--- src/rtl/ram_dump_engine_pkg.sv ---
// Shared types and constants for the RAM dump/load engine.
package ram_dump_engine_pkg;

    localparam int unsigned BYTES_PER_WORD = 4;
    localparam int unsigned LANE_W         = $clog2(BYTES_PER_WORD);
    localparam int unsigned WORD_W         = 8 * BYTES_PER_WORD;

    typedef enum logic [2:0] {
        StIdle,
        StHold,
        StLdWait,
        StLdWr,
        StRdAddr,
        StRdOut,
        StDone
    } state_e;

    // Byte lane `lane` of a little-endian host word.
    function automatic logic [7:0] get_lane(input logic [WORD_W-1:0] word,
                                            input logic [LANE_W-1:0] lane);
        return word[{lane, 3'b000} +: 8];
    endfunction

endpackage

--- src/rtl/ram_dump_engine_if.sv ---
// Host command/data handshakes, CPU hold handshake and byte-wide work-RAM port.
interface ram_dump_engine_if
    import ram_dump_engine_pkg::*;
#(
    parameter int unsigned ADDR_W = 11,
    parameter int unsigned LEN_W  = 12
) ();

    logic              cmd_valid;
    logic              cmd_ready;
    logic              cmd_load;
    logic [ADDR_W-1:0] cmd_base;
    logic [LEN_W-1:0]  cmd_len;
    logic              wdata_valid;
    logic              wdata_ready;
    logic [WORD_W-1:0] wdata;
    logic              rdata_valid;
    logic              rdata_ready;
    logic [WORD_W-1:0] rdata;
    logic              done;
    logic              cpu_hold;
    logic              cpu_hold_ack;
    logic [ADDR_W-1:0] ram_address;
    logic              ram_write;
    logic [7:0]        ram_data;
    logic [7:0]        ram_q;

    // Engine side.
    modport master (
        input  cmd_valid, cmd_load, cmd_base, cmd_len, wdata_valid, wdata, rdata_ready,
               cpu_hold_ack, ram_q,
        output cmd_ready, wdata_ready, rdata_valid, rdata, done, cpu_hold, ram_address,
               ram_write, ram_data
    );

    // Host bridge / CPU / RAM side.
    modport slave (
        output cmd_valid, cmd_load, cmd_base, cmd_len, wdata_valid, wdata, rdata_ready,
               cpu_hold_ack, ram_q,
        input  cmd_ready, wdata_ready, rdata_valid, rdata, done, cpu_hold, ram_address,
               ram_write, ram_data
    );

endinterface

--- src/rtl/ram_dump_engine.sv ---
// Loads work-RAM from, or dumps it to, the host as 32-bit little-endian words while the CPU
// is held off the RAM port.
module ram_dump_engine
    import ram_dump_engine_pkg::*;
#(
    parameter int unsigned ADDR_W = 11,
    parameter int unsigned LEN_W  = ADDR_W + 1
) (
    input  logic              clk,
    input  logic              reset_n,
    ram_dump_engine_if.master bus
);

    state_e            state_q, state_d;
    logic              load_q, load_d;
    logic [ADDR_W-1:0] addr_q, addr_d;
    logic [LEN_W-1:0]  rem_q, rem_d;
    logic [LANE_W-1:0] lane_q, lane_d;
    logic [WORD_W-1:0] word_q, word_d;
    logic [WORD_W-1:0] asm_q, asm_d;
    // All reads of the current dump word have been issued; waiting for the last capture.
    logic              issue_done_q, issue_done_d;
    // A read was issued last cycle; ram_q holds its byte now.
    logic              cap_pend_q, cap_pend_d;
    logic [LANE_W-1:0] cap_lane_q, cap_lane_d;
    logic              cap_last_q, cap_last_d;

    logic last_byte;
    logic lane_full;

    assign last_byte = (rem_q == LEN_W'(1));
    assign lane_full = (lane_q == LANE_W'(BYTES_PER_WORD - 1));

    // Outputs are decoded straight from state so they hold while the host stalls.
    assign bus.cmd_ready   = (state_q == StIdle);
    assign bus.wdata_ready = (state_q == StLdWait);
    assign bus.rdata_valid = (state_q == StRdOut);
    assign bus.done        = (state_q == StDone);
    assign bus.cpu_hold    = state_q inside {StHold, StLdWait, StLdWr, StRdAddr, StRdOut};
    assign bus.ram_write   = (state_q == StLdWr) && bus.cpu_hold_ack;
    assign bus.ram_address = addr_q;
    assign bus.ram_data    = get_lane(word_q, lane_q);
    assign bus.rdata       = asm_q;

    // Next-state logic: command decode, byte sequencing and read-capture pipeline.
    always_comb begin
        state_d      = state_q;
        load_d       = load_q;
        addr_d       = addr_q;
        rem_d        = rem_q;
        lane_d       = lane_q;
        word_d       = word_q;
        asm_d        = asm_q;
        issue_done_d = issue_done_q;
        cap_pend_d   = 1'b0;
        cap_lane_d   = cap_lane_q;
        cap_last_d   = cap_last_q;

        unique case (state_q)
            StIdle: begin
                if (bus.cmd_valid) begin
                    load_d       = bus.cmd_load;
                    addr_d       = bus.cmd_base;
                    rem_d        = bus.cmd_len;
                    lane_d       = '0;
                    asm_d        = '0;
                    issue_done_d = 1'b0;
                    state_d      = (bus.cmd_len == '0) ? StDone : StHold;
                end
            end
            StHold: begin
                if (bus.cpu_hold_ack) begin
                    state_d = load_q ? StLdWait : StRdAddr;
                end
            end
            StLdWait: begin
                if (bus.wdata_valid) begin
                    word_d  = bus.wdata;
                    lane_d  = '0;
                    state_d = StLdWr;
                end
            end
            StLdWr: begin
                // Losing the ack freezes the byte sequence in place.
                if (bus.cpu_hold_ack) begin
                    addr_d = addr_q + ADDR_W'(1);
                    rem_d  = rem_q - LEN_W'(1);
                    lane_d = lane_q + LANE_W'(1);
                    if (last_byte) begin
                        state_d = StDone;
                    end else if (lane_full) begin
                        state_d = StLdWait;
                    end
                end
            end
            StRdAddr: begin
                // The byte addressed last cycle arrives now, regardless of the ack.
                if (cap_pend_q) begin
                    asm_d[{cap_lane_q, 3'b000} +: 8] = bus.ram_q;
                    if (cap_last_q) begin
                        state_d = StRdOut;
                    end
                end
                if (bus.cpu_hold_ack && !issue_done_q) begin
                    addr_d       = addr_q + ADDR_W'(1);
                    rem_d        = rem_q - LEN_W'(1);
                    lane_d       = lane_q + LANE_W'(1);
                    cap_pend_d   = 1'b1;
                    cap_lane_d   = lane_q;
                    cap_last_d   = lane_full || last_byte;
                    issue_done_d = lane_full || last_byte;
                end
            end
            StRdOut: begin
                if (bus.rdata_ready) begin
                    asm_d        = '0;
                    lane_d       = '0;
                    issue_done_d = 1'b0;
                    state_d      = (rem_q == '0) ? StDone : StRdAddr;
                end
            end
            StDone: begin
                state_d = StIdle;
            end
            default: begin
                state_d = StIdle;
            end
        endcase
    end

    // State and datapath registers; reset aborts any command without a done pulse.
    always_ff @(posedge clk or negedge reset_n) begin
        if (!reset_n) begin
            state_q      <= StIdle;
            load_q       <= 1'b0;
            addr_q       <= '0;
            rem_q        <= '0;
            lane_q       <= '0;
            word_q       <= '0;
            asm_q        <= '0;
            issue_done_q <= 1'b0;
            cap_pend_q   <= 1'b0;
            cap_lane_q   <= '0;
            cap_last_q   <= 1'b0;
        end else begin
            state_q      <= state_d;
            load_q       <= load_d;
            addr_q       <= addr_d;
            rem_q        <= rem_d;
            lane_q       <= lane_d;
            word_q       <= word_d;
            asm_q        <= asm_d;
            issue_done_q <= issue_done_d;
            cap_pend_q   <= cap_pend_d;
            cap_lane_q   <= cap_lane_d;
            cap_last_q   <= cap_last_d;
        end
    end

endmodule
--- src/flat_wrapper.sv ---
// flat-port wrapper written by rule: the top's interface ports become plain ports
module ram_dump_engine_flat import ram_dump_engine_pkg::*;
#(
    parameter int unsigned ADDR_W = 11,
    parameter int unsigned LEN_W  = ADDR_W + 1
)
  (clk, reset_n, bus_cmd_valid, bus_cmd_load, bus_cmd_base, bus_cmd_len, bus_wdata_valid, bus_wdata, bus_rdata_ready, bus_cpu_hold_ack, bus_ram_q, bus_cmd_ready, bus_wdata_ready, bus_rdata_valid, bus_rdata, bus_done, bus_cpu_hold, bus_ram_address, bus_ram_write, bus_ram_data);
  ram_dump_engine_if #(.ADDR_W(ADDR_W), .LEN_W(LEN_W)) bus_i ();
  input  logic clk;
  input  logic reset_n;
  input wire logic [$bits(bus_i.cmd_valid)-1:0] bus_cmd_valid;
  input wire logic [$bits(bus_i.cmd_load)-1:0] bus_cmd_load;
  input wire logic [$bits(bus_i.cmd_base)-1:0] bus_cmd_base;
  input wire logic [$bits(bus_i.cmd_len)-1:0] bus_cmd_len;
  input wire logic [$bits(bus_i.wdata_valid)-1:0] bus_wdata_valid;
  input wire logic [$bits(bus_i.wdata)-1:0] bus_wdata;
  input wire logic [$bits(bus_i.rdata_ready)-1:0] bus_rdata_ready;
  input wire logic [$bits(bus_i.cpu_hold_ack)-1:0] bus_cpu_hold_ack;
  input wire logic [$bits(bus_i.ram_q)-1:0] bus_ram_q;
  output wire logic [$bits(bus_i.cmd_ready)-1:0] bus_cmd_ready;
  output wire logic [$bits(bus_i.wdata_ready)-1:0] bus_wdata_ready;
  output wire logic [$bits(bus_i.rdata_valid)-1:0] bus_rdata_valid;
  output wire logic [$bits(bus_i.rdata)-1:0] bus_rdata;
  output wire logic [$bits(bus_i.done)-1:0] bus_done;
  output wire logic [$bits(bus_i.cpu_hold)-1:0] bus_cpu_hold;
  output wire logic [$bits(bus_i.ram_address)-1:0] bus_ram_address;
  output wire logic [$bits(bus_i.ram_write)-1:0] bus_ram_write;
  output wire logic [$bits(bus_i.ram_data)-1:0] bus_ram_data;
  assign bus_i.cmd_valid = bus_cmd_valid;
  assign bus_i.cmd_load = bus_cmd_load;
  assign bus_i.cmd_base = bus_cmd_base;
  assign bus_i.cmd_len = bus_cmd_len;
  assign bus_i.wdata_valid = bus_wdata_valid;
  assign bus_i.wdata = bus_wdata;
  assign bus_i.rdata_ready = bus_rdata_ready;
  assign bus_i.cpu_hold_ack = bus_cpu_hold_ack;
  assign bus_i.ram_q = bus_ram_q;
  assign bus_cmd_ready = bus_i.cmd_ready;
  assign bus_wdata_ready = bus_i.wdata_ready;
  assign bus_rdata_valid = bus_i.rdata_valid;
  assign bus_rdata = bus_i.rdata;
  assign bus_done = bus_i.done;
  assign bus_cpu_hold = bus_i.cpu_hold;
  assign bus_ram_address = bus_i.ram_address;
  assign bus_ram_write = bus_i.ram_write;
  assign bus_ram_data = bus_i.ram_data;
  ram_dump_engine #(.ADDR_W(ADDR_W), .LEN_W(LEN_W)) u_core (.clk(clk), .reset_n(reset_n), .bus(bus_i));
endmodule
--- config.mk ---
export PLATFORM = sky130hd
export DESIGN_NAME = ram_dump_engine_flat
export DESIGN_NICKNAME = d
export VERILOG_FILES = /design/src/rtl/ram_dump_engine_pkg.sv /design/src/rtl/ram_dump_engine_if.sv /design/src/rtl/ram_dump_engine.sv /design/src/flat_wrapper.sv
export SDC_FILE = /design/constraint.sdc
export NUM_CORES = 1
export LEC_CHECK = 0
export ABC_AREA = 0
export CAP_MARGIN = 20
export CELL_PAD_IN_SITES_DETAIL_PLACEMENT = 1
export CELL_PAD_IN_SITES_GLOBAL_PLACEMENT = 2
export CORE_ASPECT_RATIO = 1.5
export CORE_MARGIN = 2
export CORE_UTILIZATION = 32
export CTS_BUF_LIST = sky130_fd_sc_hd__clkbuf_8
export DETAILED_ROUTE_END_ITERATION = 7
export PLACE_DENSITY = 0.92
export RECOVER_POWER = 50
export SLEW_MARGIN = 20
export SYNTH_ARGS = -nofsm -noshare
export SYNTH_HDL_FRONTEND = slang
export SYNTH_SLANG_ARGS = --single-unit
--- constraint.sdc ---
create_clock -name clk -period 2.4 [get_ports clk]
set_input_delay 0.24 -clock clk [delete_from_list [all_inputs] [get_ports clk]]
set_output_delay 0.24 -clock clk [all_outputs]
set_load 0.03 [all_outputs]
==> flow_results.xml, run 1 <==
<?xml version="1.0" encoding="UTF-8"?>
<metrics>
  <group name="run_status">
    <metric name="outcome" unit="">finished clean</metric>
  </group>
  <group name="critical_path">
    <metric name="cp_slowest_cell" unit="">sky130_fd_sc_hd__clkdlybuf4s50_1</metric>
    <metric name="delay_of_the_slowest_cell_on_the_worst_path" unit="ns">0.70</metric>
    <metric name="critical_path_buf_inv_count" unit="">2</metric>
    <metric name="path_delay_family" unit="">buffers and inverters</metric>
    <metric name="critPathRequiredTime" unit="ns">2.16</metric>
    <metric name="worst_path_max_fanout" unit="">8</metric>
    <metric name="crit_type" unit="">flop to output port</metric>
    <metric name="worst_ep_arrival_time" unit="ns">2.00</metric>
    <metric name="worst_setup_path_end_kind" unit="">output port</metric>
    <metric name="cp_cell_sequence" unit="">inv_1 -&gt; nor3_1 -&gt; clkdlybuf4s50_1</metric>
    <metric name="critPathLaunchType" unit="">flop</metric>
  </group>
  <group name="pwr">
    <metric name="pwr-share-comb" unit="%">52.8</metric>
    <metric name="internal-power" unit="uW">4540</metric>
    <metric name="static_leakage" unit="uW">0.00310</metric>
    <metric name="clockPowerShare" unit="%">12.7</metric>
    <metric name="swShare" unit="%">44.5</metric>
    <metric name="power_per_cell_area" unit="nW/um2">1180</metric>
    <metric name="ir_worst_vdd" unit="V">0.000571</metric>
    <metric name="p_total" unit="uW">8170</metric>
    <metric name="power_share_of_the_sequential_group" unit="%">34.5</metric>
    <metric name="netSwitchingPower" unit="uW">3630</metric>
  </group>
  <group name="route">
    <metric name="routed_via_density" unit="">5.07</metric>
    <metric name="detailroute.via_count" unit="">4273</metric>
    <metric name="totalWireLength" unit="um">14900</metric>
    <metric name="detail_route.drc_violations" unit="">0</metric>
    <metric name="drt-wirelength-per-cell" unit="um">17.7</metric>
    <metric name="route.antenna.remaining_nets" unit="">0</metric>
    <metric name="first_iter_violations" unit="">135</metric>
    <metric name="drtPass1Iterations" unit="">7</metric>
  </group>
  <group name="global_route">
    <metric name="antenna_found_initial" unit="">0</metric>
    <metric name="globalRouteOverflowTotal" unit="">0</metric>
    <metric name="grt_first_pass_wirelength" unit="um">24300</metric>
    <metric name="vias_in_the_first_global_route" unit="">4768</metric>
    <metric name="grt.total_usage" unit="%">17.7</metric>
    <metric name="grt_start_max_net_pins" unit="">42</metric>
  </group>
  <group name="cts">
    <metric name="clock_latency" unit="ns">0.38</metric>
    <metric name="cts.sinks" unit="">98</metric>
    <metric name="cts.htree.levels" unit="">3</metric>
    <metric name="worst_setup_hold_path_clk_slew" unit="ns">0.10</metric>
    <metric name="max-clock-path-buffers" unit="">2</metric>
    <metric name="ctsRootBufferMaster" unit="">sky130_fd_sc_hd__clkbuf_8</metric>
    <metric name="number_of_clock_buffers_inserted_by_tritoncts" unit="">9</metric>
    <metric name="tritoncts" unit="">built</metric>
  </group>
  <group name="sta">
    <metric name="setup-tns-final" unit="ns">0</metric>
    <metric name="fin_skew" unit="ns">0.0116</metric>
    <metric name="setup_viol" unit="">0</metric>
    <metric name="finalWorstPathRequiredPeriod" unit="ns">2.24</metric>
    <metric name="timing_hold_violations_final" unit="">0</metric>
    <metric name="min_period_over_period" unit="%">93.5</metric>
    <metric name="max_freq" unit="GHz">0.446</metric>
    <metric name="grt_setup_unrepaired" unit="">false</metric>
    <metric name="maxSlewViolCount" unit="">0</metric>
    <metric name="timing_worst_slew_pin_value" unit="ns">1.09</metric>
    <metric name="timing.slew.headroom" unit="%">27.2</metric>
    <metric name="final.setup.worst_slack" unit="ns">0.156</metric>
  </group>
  <group name="synthesis">
    <metric name="synthArstFlopShare" unit="%">100</metric>
    <metric name="ys.warnings.count" unit="">0</metric>
    <metric name="postSynthNetCount" unit="">576</metric>
    <metric name="post-synth-top-area-cell" unit="">sky130_fd_sc_hd__dfrtp_1</metric>
    <metric name="synth_sequential_area_ratio" unit="%">47.5</metric>
    <metric name="synthCells" unit="">496</metric>
    <metric name="yosys.area.top_type_share" unit="%">47.5</metric>
    <metric name="synth.cell_area" unit="um2">5160</metric>
    <metric name="ys_types" unit="">60</metric>
    <metric name="synth_enable_flop_cells" unit="">0</metric>
    <metric name="synth_top_cells_by_count" unit="">sky130_fd_sc_hd__dfrtp_1 (98), sky130_fd_sc_hd__nand2_1 (64), sky130_fd_sc_hd__inv_1 (43)</metric>
    <metric name="synthesis.area_per_instance" unit="um2">10.4</metric>
    <metric name="synthTopCellsByArea" unit="">sky130_fd_sc_hd__dfrtp_1 (48%), sky130_fd_sc_hd__mux2i_1 (7.0%), sky130_fd_sc_hd__mux2_2 (6.3%), sky130_fd_sc_hd__nand2_1 (4.7%), sky130_fd_sc_hd__mux4_2 (3.5%)</metric>
    <metric name="dominantRegCellSynth" unit="">sky130_fd_sc_hd__dfrtp_1</metric>
    <metric name="post-synth-top-count-cell" unit="">sky130_fd_sc_hd__dfrtp_1</metric>
    <metric name="synth.ff_latch_count" unit="">98</metric>
  </group>
  <group name="floorplan">
    <metric name="die_x" unit="um">108</metric>
    <metric name="dieArea" unit="um2">17200</metric>
    <metric name="die_y" unit="um">159</metric>
    <metric name="initial_utilization" unit="%">32.9</metric>
    <metric name="ioPinCount" unit="">127</metric>
    <metric name="floorplan.rows" unit="">56</metric>
    <metric name="core" unit="um2">15700</metric>
  </group>
  <group name="placement">
    <metric name="placement.cell_area" unit="um2">6720</metric>
    <metric name="dp.final_hpwl" unit="um">11400</metric>
    <metric name="port_buffers" unit="">126</metric>
    <metric name="place_congestion" unit="">0.789</metric>
    <metric name="pre_cts_slack" unit="ns">0.209</metric>
  </group>
  <group name="cells_and_area">
    <metric name="post_route_cells_drive_above_1_share" unit="%">15.5</metric>
    <metric name="final_cell_area" unit="um2">6940</metric>
    <metric name="design.final.nets" unit="">715</metric>
    <metric name="num_antenna_cells" unit="">0</metric>
    <metric name="synthToLayoutAreaGrowth" unit="%">34.6</metric>
  </group>
  <group name="flow_run">
    <metric name="cap_violations" unit="">0</metric>
  </group>
  <group name="min_path">
    <metric name="min_path_type" unit="">input port to flop</metric>
  </group>
</metrics>
-- layer usage --
layer / up-vias / GRT usage [%] / share of wire (%)
met5: - / 0 / 0
met4: 0 / 5.07 / 1.6
met3: 17 / 2.95 / 4.6
met2: 116 / 33.3 / 55
met1: 2129 / 20.1 / 39
li1: 2011 / - / -
-- cell type report --
| class | count | area, um2 |
|---|---|---|
| Timing Repair Buffer | 151 | 1460 |
| Fill cell | 1816 | 8750 |
| Sequential cell | 98 | 2460 |
| Inverter | 43 | 161 |
| Clock inverter | 7 | 61.3 |
| Tap cell | 203 | 254 |
| Clock buffer | 9 | 124 |
| Multi-Input combinational cell | 332 | 2420 |
-- flip-flops by register name (all words and copies together), names as in the netlist, 2 cells and up --
signal / count
u_core.state_q: 3
u_core.bus.rdata: 32
u_core.word_q: 32
u_core.bus.ram_address: 11
u_core.cap_lane_q: 2
u_core.rem_q: 12
u_core.lane_q: 2
-- path summary, 6_finish.rpt --
check | from | end | slack [ns] | cells past startpoint
setup / recovery | u_core.state_q[2] | bus_done | 0.16 | 3
hold / removal | bus_cmd_base[1] | u_core.bus.ram_address[1] | 0.42 | 3
setup reg to reg | u_core.state_q[1] | u_core.bus.ram_address[6] | 0.20 | 6
hold reg to reg | u_core.word_q[22] | u_core.word_q[22] | 0.50 | 1
max in group asynchronous | reset_n | u_core.bus.rdata[20] | 0.53 | 3
min in group asynchronous | reset_n | u_core.word_q[28] | 0.60 | 2
-- kinds of logic after synthesis --
kind of cell             synth area share [%]
AO/OA/AOI/OAI                            12.4
AND/OR/NAND/NOR                          14.4
buffers and inverters                    5.51
multiplexers                             17.7
flip-flops                               47.5
adder cells (fa/ha/maj)                  2.43
-- worst register-to-register path, cell delays in order (launching register included) --
cell and delay (ns):
sky130_fd_sc_hd__dfrtp_2 0.49, sky130_fd_sc_hd__buf_4 0.18, sky130_fd_sc_hd__nor3b_2 0.33, sky130_fd_sc_hd__nand3_1 0.27
sky130_fd_sc_hd__o21ai_2 0.36, sky130_fd_sc_hd__o21ai_0 0.20, sky130_fd_sc_hd__a22o_1 0.26
-- placed cells by master, fill, tap and decap left out, types with 5 or more instances in the layout --
cell type / count
sky130_fd_sc_hd__a21oi_1: 29
sky130_fd_sc_hd__and3_1: 7
sky130_fd_sc_hd__buf_4: 19
sky130_fd_sc_hd__clkbuf_8: 9
sky130_fd_sc_hd__clkdlybuf4s50_1: 90
sky130_fd_sc_hd__dfrtp_1: 95
sky130_fd_sc_hd__dlygate4sd2_1: 8
sky130_fd_sc_hd__dlygate4sd3_1: 25
sky130_fd_sc_hd__ha_1: 10
sky130_fd_sc_hd__inv_1: 43
sky130_fd_sc_hd__mux2_2: 29
sky130_fd_sc_hd__mux2i_1: 36
sky130_fd_sc_hd__mux4_2: 8
sky130_fd_sc_hd__nand2_1: 64
sky130_fd_sc_hd__nand3_1: 10
sky130_fd_sc_hd__nor2_1: 22
sky130_fd_sc_hd__nor3_1: 8
sky130_fd_sc_hd__nor4_1: 5
sky130_fd_sc_hd__o21ai_0: 20
sky130_fd_sc_hd__o21ai_1: 9
sky130_fd_sc_hd__o22ai_1: 5
-- stage by stage --
stage / hold WS [ns] / util [%] / std cells
CTS: 0.388 / 44.0 / 838
detailed placement: 0.278 / 42.8 / 821
finish: 0.417 / 44.2 / 843
global placement: 0.264 / 42.8 / 821
global route: 0.408 / 44.2 / 843
floorplan: -0.0556 / - / 496
-- power by group through the flow --
stage,sequential (uW),clock (uW),combinational (uW)
final,2820,1040,4310
after global routing,2910,1150,4710
after CTS,2830,1080,4320
after detailed placement,2850,0,4380
after global placement,2790,0,4220
after floorplan,2920,0,2720
-- what timing repair did --
| item | CTS | global route |
|---|---|---|
| endpoints found under the hold margin | 38 | 0 |
| resized for setup | 11 | 5 |
| hold buffers | 1 | 0 |
| endpoints found under the setup margin | 13 | 6 |
| buffers inserted | 0 | 5 |
(Power assumes the default switching activity.)
==> inputs of run 2 (changes only) <==
Settings changed: CORE_UTILIZATION 32 to 31, CTS_BUF_LIST sky130_fd_sc_hd__clkbuf_8 to unset, PLACE_DENSITY 0.92 to 0.89.
==> flow_results.xml, run 2 (synthesized netlist as in run 1, its figures left out) <==
<?xml version="1.0" encoding="UTF-8"?>
<metrics>
  <group name="run_status">
    <metric name="outcome" unit="">finished clean</metric>
  </group>
  <group name="route">
    <metric name="detail_route.drc_violations" unit="">0</metric>
    <metric name="detailroute.via_count" unit="">4263</metric>
    <metric name="drtPass1Iterations" unit="">4</metric>
    <metric name="routed_via_density" unit="">5.08</metric>
    <metric name="drt-wirelength-per-cell" unit="um">18.1</metric>
    <metric name="route.antenna.remaining_nets" unit="">0</metric>
    <metric name="first_iter_violations" unit="">99</metric>
    <metric name="totalWireLength" unit="um">15200</metric>
  </group>
  <group name="critical_path">
    <metric name="ff2ff_path_depth" unit="">5</metric>
    <metric name="worst_path_max_fanout" unit="">11</metric>
    <metric name="worst_ep_arrival_time" unit="ns">2.09</metric>
    <metric name="r2r_start" unit="">u_core.state_q[0]</metric>
    <metric name="critPathRequiredTime" unit="ns">2.16</metric>
    <metric name="ff2ff_setup_slack" unit="ns">0.22</metric>
    <metric name="critPathLaunchType" unit="">flop</metric>
    <metric name="worst_setup_path_end_kind" unit="">output port</metric>
    <metric name="crit-reg2reg-capture" unit="">u_core.bus.rdata[13]</metric>
    <metric name="crit_type" unit="">flop to output port</metric>
  </group>
  <group name="cts">
    <metric name="ctsRootBufferMaster" unit="">sky130_fd_sc_hd__clkbuf_16</metric>
    <metric name="cts.htree.levels" unit="">3</metric>
    <metric name="number_of_clock_buffers_inserted_by_tritoncts" unit="">9</metric>
    <metric name="clock_latency" unit="ns">0.35</metric>
    <metric name="cts.sinks" unit="">98</metric>
    <metric name="tritoncts" unit="">built</metric>
    <metric name="postCtsSetupBuffers" unit="">0</metric>
    <metric name="max-clock-path-buffers" unit="">2</metric>
    <metric name="worst_setup_hold_path_clk_slew" unit="ns">0.08</metric>
  </group>
  <group name="sta">
    <metric name="timing_hold_violations_final" unit="">0</metric>
    <metric name="setup_viol" unit="">0</metric>
    <metric name="grt_setup_unrepaired" unit="">false</metric>
    <metric name="finalHoldWorstSlack" unit="ns">0.477</metric>
    <metric name="fin_skew" unit="ns">0.0128</metric>
    <metric name="setup-tns-final" unit="ns">0</metric>
    <metric name="finalWorstPathRequiredPeriod" unit="ns">2.33</metric>
    <metric name="maxSlewViolCount" unit="">0</metric>
    <metric name="max_freq" unit="GHz">0.429</metric>
    <metric name="min_period_over_period" unit="%">97.2</metric>
    <metric name="timing_worst_slew_pin_value" unit="ns">0.959</metric>
    <metric name="timing.slew.headroom" unit="%">36.1</metric>
    <metric name="final.setup.worst_slack" unit="ns">0.0682</metric>
  </group>
  <group name="pwr">
    <metric name="p_total" unit="uW">8630</metric>
    <metric name="ir_worst_vdd" unit="V">0.000534</metric>
    <metric name="static_leakage" unit="uW">0.00306</metric>
    <metric name="power_per_cell_area" unit="nW/um2">1230</metric>
  </group>
  <group name="cells_and_area">
    <metric name="layout_commonest_cell" unit="">sky130_fd_sc_hd__clkdlybuf4s50_1</metric>
    <metric name="layout.area.seq" unit="um2">2460</metric>
    <metric name="num_antenna_cells" unit="">0</metric>
    <metric name="synthToLayoutAreaGrowth" unit="%">36.1</metric>
    <metric name="mostFrequentLayoutCells" unit="">sky130_fd_sc_hd__clkdlybuf4s50_1 (101), sky130_fd_sc_hd__dfrtp_1 (95), sky130_fd_sc_hd__nand2_1 (64), sky130_fd_sc_hd__inv_1 (43), sky130_fd_sc_hd__mux2i_1 (36)</metric>
    <metric name="design.final.nets" unit="">708</metric>
    <metric name="multi_input_comb_area" unit="um2">2420</metric>
    <metric name="layout.filler_cells" unit="">1837</metric>
    <metric name="post_route_cells_drive_above_1_share" unit="%">14.5</metric>
  </group>
  <group name="floorplan">
    <metric name="die_y" unit="um">162</metric>
    <metric name="core" unit="um2">16300</metric>
    <metric name="initial_utilization" unit="%">31.7</metric>
    <metric name="floorplan.rows" unit="">57</metric>
    <metric name="ioPinCount" unit="">127</metric>
    <metric name="dieArea" unit="um2">17700</metric>
    <metric name="die_x" unit="um">109</metric>
  </group>
  <group name="global_route">
    <metric name="grt.total_usage" unit="%">17.8</metric>
    <metric name="globalRouteOverflowTotal" unit="">0</metric>
    <metric name="antenna_found_initial" unit="">0</metric>
    <metric name="grt_first_pass_wirelength" unit="um">24500</metric>
    <metric name="grt_start_max_net_pins" unit="">42</metric>
    <metric name="vias_in_the_first_global_route" unit="">4633</metric>
  </group>
  <group name="placement">
    <metric name="port_buffers" unit="">126</metric>
    <metric name="place_congestion" unit="">0.836</metric>
    <metric name="pre_cts_slack" unit="ns">0.170</metric>
    <metric name="dp.final_hpwl" unit="um">11500</metric>
  </group>
  <group name="min_path">
    <metric name="hold_sp" unit="">bus_cmd_base[1]</metric>
    <metric name="holdPathStages" unit="">3</metric>
    <metric name="timing.hold.worst_endpoint" unit="">u_core.bus.ram_address[1]</metric>
    <metric name="min_path_type" unit="">input port to flop</metric>
  </group>
  <group name="flow_run">
    <metric name="cap_violations" unit="">0</metric>
  </group>
</metrics>
==> run 2: changes by cell type in the layout (fill, tap and decap cells not counted), moves of 2 or more <==
cell / change
sky130_fd_sc_hd__clkdlybuf4s50_1: +11
sky130_fd_sc_hd__dlymetal6s2s_1: -3
sky130_fd_sc_hd__inv_6: +3
sky130_fd_sc_hd__dlygate4sd2_1: -8
sky130_fd_sc_hd__buf_4: -6
sky130_fd_sc_hd__clkbuf_16: +9
sky130_fd_sc_hd__inv_8: -2
sky130_fd_sc_hd__clkbuf_8: -9
==> run 2: per-layer routing <==
metal  global-route usage (%)  wire length [um]
met5                        0                 0
met4                     4.83               307
met3                     3.41               662
met2                     34.1              8570
met1                     19.5              5640
==> run 2: cell type report <==
class                      count  area share (%)
clock buffer                   9            3.21
multi-input combinational    332            34.5
inverter                      43            2.30
clock inverter                 7            1.18
tap                          206            3.67
timing repair buffer         144            20.2
sequential                    98            35.0
==> run 2: critical path: stages (launching register included) <==
cell and delay [ns]:
sky130_fd_sc_hd__dfrtp_1 0.71, sky130_fd_sc_hd__mux4_2 0.41, sky130_fd_sc_hd__clkdlybuf4s50_1 0.63
==> run 2: worst max-delay path by stage <==
stage                      startpoint  slack (ns)  cells after the start                    to
floorplan           u_core.state_q[0]        0.28                      4          bus_cpu_hold
global placement     u_core.lane_q[0]        0.24                      2       bus_ram_data[3]
detailed placement   u_core.lane_q[0]        0.17                      2       bus_ram_data[3]
CTS                 u_core.state_q[0]        0.01                      3         bus_ram_write
global route        u_core.state_q[0]        0.01                      5  u_core.bus.rdata[13]
finish               u_core.lane_q[1]        0.07                      2       bus_ram_data[4]
==> run 2: metrics by stage <==
step	util, %	cells	area [um2]
2_1_floorplan	-	496	5160
3_3_place_gp	41.3	822	6720
3_5_place_dp	41.3	822	6720
4_1_cts	43.3	839	7040
5_1_grt	43.2	839	7020
6_report	43.2	839	7020
==> run 2: what timing repair did <==
action                     in CTS  in global routing
gates resized for setup         2                  3
hold endpoints to repair       35                  0
hold buffers                    1                  0
setup endpoints to repair       8                  3
==> run 2: report_power, final <==
group | switching [uW] | internal (uW) | leakage, uW
sequential | 595 | 2250 | 0.00125
clock | 695 | 829 | 0.000151
combinational | 2360 | 1900 | 0.00167
total | 3650 | 4980 | 0.00306
==> inputs of run 3 (changes only) <==
Settings changed: ABC_AREA 0 to unset.
==> results of run 3 <==
Final layout, timing and power as in run 2 (identical DEF).
==> patch 1 (settings of run 3) <==
`ADDR_W` is set to 11 in 3 places; all go to 12.
--- a/src/rtl/ram_dump_engine_if.sv
+++ b/src/rtl/ram_dump_engine_if.sv
@@ -2,7 +2,7 @@
 interface ram_dump_engine_if
     import ram_dump_engine_pkg::*;
 #(
-    parameter int unsigned ADDR_W = 11,
+    parameter int unsigned ADDR_W = 12,
     parameter int unsigned LEN_W  = 12
 ) ();
 
--- a/src/rtl/ram_dump_engine.sv
+++ b/src/rtl/ram_dump_engine.sv
@@ -3,7 +3,7 @@
 module ram_dump_engine
     import ram_dump_engine_pkg::*;
 #(
-    parameter int unsigned ADDR_W = 11,
+    parameter int unsigned ADDR_W = 12,
     parameter int unsigned LEN_W  = ADDR_W + 1
 ) (
     input  logic              clk,
--- a/src/flat_wrapper.sv
+++ b/src/flat_wrapper.sv
@@ -1,7 +1,7 @@
 // flat-port wrapper written by rule: the top's interface ports become plain ports
 module ram_dump_engine_flat import ram_dump_engine_pkg::*;
 #(
-    parameter int unsigned ADDR_W = 11,
+    parameter int unsigned ADDR_W = 12,
     parameter int unsigned LEN_W  = ADDR_W + 1
 )
   (clk, reset_n, bus_cmd_valid, bus_cmd_load, bus_cmd_base, bus_cmd_len, bus_wdata_valid, bus_wdata, bus_rdata_ready, bus_cpu_hold_ack, bus_ram_q, bus_cmd_ready, bus_wdata_ready, bus_rdata_valid, bus_rdata, bus_done, bus_cpu_hold, bus_ram_address, bus_ram_write, bus_ram_data);
Interface: changed (resized bus_cmd_base, bus_cmd_len and bus_ram_address); port bits go from 127 to 130. No check against the original RTL was run, so the function may have changed too.
==> patch 1 against run 3 <==
The flow now finishes with violations (capacitance limit, slew limit). Sequential cell count grew 2. Area after synthesis fell by 4.5%. Power down 0.40%. Routed wire length shrank 3.9%. Non-clock buffer count fell by 1. Cell area fell by 3.1%. Worst setup slack worse by 21 ps. Critical path depth rose by 1. Critical path type unchanged. Critical endpoint is now bus_ram_write. Largest cell class unchanged.
==> patch 1: results <==
group,metric,value,unit
outcome,status,"complete, but fails checks",
outcome,violations,"capacitance limit, slew limit",
power,swShare,43.81,%
place,hpwlAfterDp,11070,um
setup_path,r2r_cells,6,
global_routing,grt_pass1_vias,4652,
place,portBuffers,129,
flow_run,cap_violations,1,
synth,yosysSeqAreaShare,50.83,%
setup_path,cpPeakStageDelay,690,ps
setup_path,critPathTopFamily,"buffers and inverters",
sta,slew_viol_final,62,
power,leakage,2.957,nW
power,ir_drop,0.5829,mV
routing,vias,4207,
clock_tree,cts-hold-fix-buffers,0,
synth,syn-num-nets,542,
routing,postRouteWirelength,14580,um
worst_hold_path,hold_path.class,"in2async",
synth,synth_common_cells,"100 x dfrtp_1, 29 x nor2_1, 28 x a22o_1, 28 x nand2_1, 28 x o21ai_1",
setup_path,cp_slowest_cell,"clkdlybuf4s50_1",
sta,relSlewSlack,-4.801,%
cells_and_area,final.fill_count,1729,
synth,netlist.area_leader.share,50.83,%
global_routing,grt_first_pass_wirelength,23560,um
cells_and_area,layout-drive-gt1-share,10.64,%
==> patch 1: through the flow <==
stage                     instances  setup TNS (ps)  hold WS [ps]
after CTS                       795               0         15.88
after floorplan                 460               0        -55.59
final                           795               0         292.2
after detailed placement        779               0         396.3
after global routing            795           -1144         437.5
after global placement          779               0         378.5
==> patch 1: worst paths after layout <==
path,from,endpoint,slack (ps)
min in group clk,bus_cmd_base[1],u_core.bus.ram_address[1]$_DFFE_PN0P_,460
max in group asynchronous,reset_n,u_core.bus.rdata[5]$_DFFE_PN0P_,470
min reg2reg,u_core.word_q[16]$_DFFE_PN0P_,u_core.word_q[16]$_DFFE_PN0P_,490
max reg2reg,u_core.state_q[0]$_DFFE_PN0P_,u_core.bus.rdata[28]$_DFFE_PN0P_,130
max,u_core.state_q[0]$_DFFE_PN0P_,bus_ram_write,50
min,reset_n,u_core.bus.rdata[30]$_DFFE_PN0P_,290
==> patch 1: routing by layer <==
| metal | up-vias | share of wire, % | GRT usage, % |
|---|---|---|---|
| met2 | 141 | 52 | 31.76 |
| li1 | 1952 | - | - |
| met3 | 34 | 4.9 | 3.152 |
| met1 | 2080 | 40 | 20.47 |
| met4 | 0 | 2.8 | 6.617 |
| met5 | - | 0 | 0 |
==> patch 1: power by group through the flow <==
| stage | Clock, mW | Combinational [mW] | Sequential (mW) |
|---|---|---|---|
| 4_1_cts | 1.45 | 4.37 | 2.89 |
| 6_report | 1.41 | 4.31 | 2.88 |
| 3_3_place_gp | 0 | 4.27 | 2.85 |
| 3_5_place_dp | 0 | 4.44 | 2.91 |
| 2_1_floorplan | 0 | 2.58 | 2.99 |
| 5_1_grt | 1.51 | 4.70 | 2.98 |
==> patch 1: timing repair <==
action,4_1_cts,5_1_grt
endpoints found under the setup margin,8,28
pin swaps,0,0
resized for setup,8,3
==> patch 1: cells by family (layout without fill, tap and decap cells) <==
| group | Yosys count | in the layout | share of synthesized area, % |
|---|---|---|---|
| AOI/OAI and AO/OA | 132 | 132 | 17.61 |
| and+or+nand+nor | 124 | 124 | 12.94 |
| DFF | 100 | 100 | 50.83 |
| buffers and inverters | 48 | 180 | 3.837 |
| muxes | 46 | 46 | 12.25 |
| adders and majority gates | 10 | 10 | 2.541 |
==> patch 1: layout make-up <==
cell class	instances	area (um^2)	share of cell area, %
tap	203	254.0	3.734
clock inverter	7	60.06	0.8830
clock buffer	9	225.2	3.311
sequential	100	2502	36.79
multi-input combinational	312	2247	33.04
timing repair buffer	143	1434	21.08
inverter	21	78.83	1.159
==> patch 2 (settings of run 3) <==
Without the edit above. Reset style: synchronous (`reset_n`), changed in one clocked block.
--- a/src/rtl/ram_dump_engine.sv
+++ b/src/rtl/ram_dump_engine.sv
@@ -129,7 +129,7 @@
     end
 
     // State and datapath registers; reset aborts any command without a done pulse.
-    always_ff @(posedge clk or negedge reset_n) begin
+    always_ff @(posedge clk) begin
         if (!reset_n) begin
             state_q      <= StIdle;
             load_q       <= 1'b0;
Behaviour: differs if reset_n is asserted again (counterexample within 4 cycles, from zero or initial values and one cycle with reset_n low); with reset_n held inactive, the same outputs for 4 cycles.
==> patch 2 against run 3 <==
Die area shrank 7.3%. Power shrank 33%. Area after synthesis shrank 7.5%. Maximum frequency grew 0.64%. First-iteration DRC count grew 90%. Routed wire length grew 3.1%. Synthesized cell count grew 18%. Cell area shrank 6.4%. Sequential cell count is the same. Worst setup slack gained 15 ps. Largest cell class is now multi-input combinational cells. Highest routed layer unchanged.
==> patch 2: results <==
group,metric,value,unit
setup_path,r2r-start,"u_core.state_q[2]$_SDFFE_PN0P_",
setup_path,r2r_setup_slack,160,ps
power,leakage,2.426,nW
place,dpl.cell_count,893,
synth,synth_cell_type_count,62,
synth,syn_inst,585,
cells_and_area,fin_nets,785,
place,globalplace.congestion,0.8069,
global_routing,grt_usage,19.40,%
setup_path,critPathTopFamily,"buffers and inverters",
cells_and_area,layout-drive-gt1-share,9.718,%
setup_path,cp_slowest_cell,"clkdlybuf4s50_1",
routing,drcViolationCount,0,
clock_tree,cts_buffers,9,
sta,relSlewSlack,54.00,%
setup_path,r2r_cells,6,
setup_path,crit_path_start,"u_core.lane_q[0]$_SDFFE_PN0P_",
setup_path,r2r-end,"u_core.bus.ram_address[7]$_SDFFE_PN0P_",
synth,synth_common_cells,"114 x nand2_1, 98 x dfxtp_1, 78 x a21oi_1",
global_routing,grt_pass1_vias,5058,
power,ir_drop,0.3519,mV
synth,syn-num-nets,665,
global_routing,grt_first_pass_wirelength,25350,um
cells_and_area,insertedDiodeCount,0,
routing,post_drt_wl_per_cell,17.21,um
setup_path,endpoint,"bus_ram_data[0]",
setup_path,worstPathMaxFanout,9,
synth,yosys_warnings,0,
outcome,status,"finished clean",
routing,vias,4729,
routing,postRouteWirelength,15640,um
synth,yosysSeqAreaShare,41.13,%
global_routing,grt_max_degree,74,
sta,fin_skew,8.098,ps
global_routing,grt_antenna_before_repair,0,
place,hpwlAfterDp,11650,um
synth,async_flop_share,0,%
clock_tree,clk_latency,350,ps
routing,first_iter_violations,188,
synth,synth_area_leaders,"dfxtp_1 41%, nand2_1 9.0%, a21oi_1 8.2%",
setup_path,cpPeakStageDelay,620,ps
clock_tree,cts_max_level,3,
==> patch 2: stage by stage <==
stage                     setup WS (ps)  instance area, um^2  hold WS, ps
after floorplan                   263.7                 4770        376.0
after global placement            146.9                 6302        441.1
after detailed placement          82.99                 6302        450.8
after CTS                         46.94                 6598        415.9
after global routing              3.221                 6571        432.3
final                             82.97                 6571        429.2
==> patch 2: worst min path at each step <==
stage	startpoint	endpoint	slack (ps)
after floorplan	bus_wdata[0]	u_core.word_q[0]$_SDFFE_PN0P_	380
after global placement	u_core.word_q[16]$_SDFFE_PN0P_	u_core.word_q[16]$_SDFFE_PN0P_	440
after detailed placement	u_core.word_q[20]$_SDFFE_PN0P_	u_core.word_q[20]$_SDFFE_PN0P_	450
after CTS	bus_wdata[28]	u_core.word_q[28]$_SDFFE_PN0P_	420
after global routing	bus_wdata[19]	u_core.word_q[19]$_SDFFE_PN0P_	430
final	bus_wdata[18]	u_core.word_q[18]$_SDFFE_PN0P_	430
==> patch 2: repair_timing <==
action	4_1_cts	5_1_grt
gates resized for setup	2	2
setup buffers	0	0
cloned	0	0
endpoints found under the setup margin	9	2
hold buffers	0	0
==> patch 2: area by class of cell <==
| cell class | count | area (um^2) |
|---|---|---|
| Inverter | 13 | 48.80 |
| Fill cell | 1829 | 8499 |
| Tap cell | 199 | 249.0 |
| Multi-Input combinational cell | 432 | 2545 |
| Clock buffer | 9 | 225.2 |
| Timing Repair Buffer | 151 | 1470 |
| Sequential cell | 98 | 1966 |
| Clock inverter | 7 | 67.56 |
==> patch 2: worst min-delay path, delay by kind of cell <==
kind	cells	cell delay, ps
compound gates	1	50
simple gates	1	60
buf+inv	1	400
==> patch 2: cells by family after synthesis <==
| family | share of synthesized area [%] |
|---|---|
| compound gates | 19.54 |
| buf+inv | 5.273 |
| flops | 41.13 |
| fa+ha+maj | 2.623 |
| simple gates | 25.29 |
| mux | 6.138 |
==> patch 2: routing by layer <==
metal	part of all wire [%]	track usage (%)
met2	55	37.79
met5	0	0
met3	3.5	3.300
met1	40	21.12
met4	1.2	5.587
==> patch 2: where the power goes <==
part / internal, mW / switching (mW) / total [mW]
registers: 1.81 / 0.258 / 2.07
logic: 0.950 / 1.36 / 2.31
clock network: 0.733 / 0.703 / 1.44
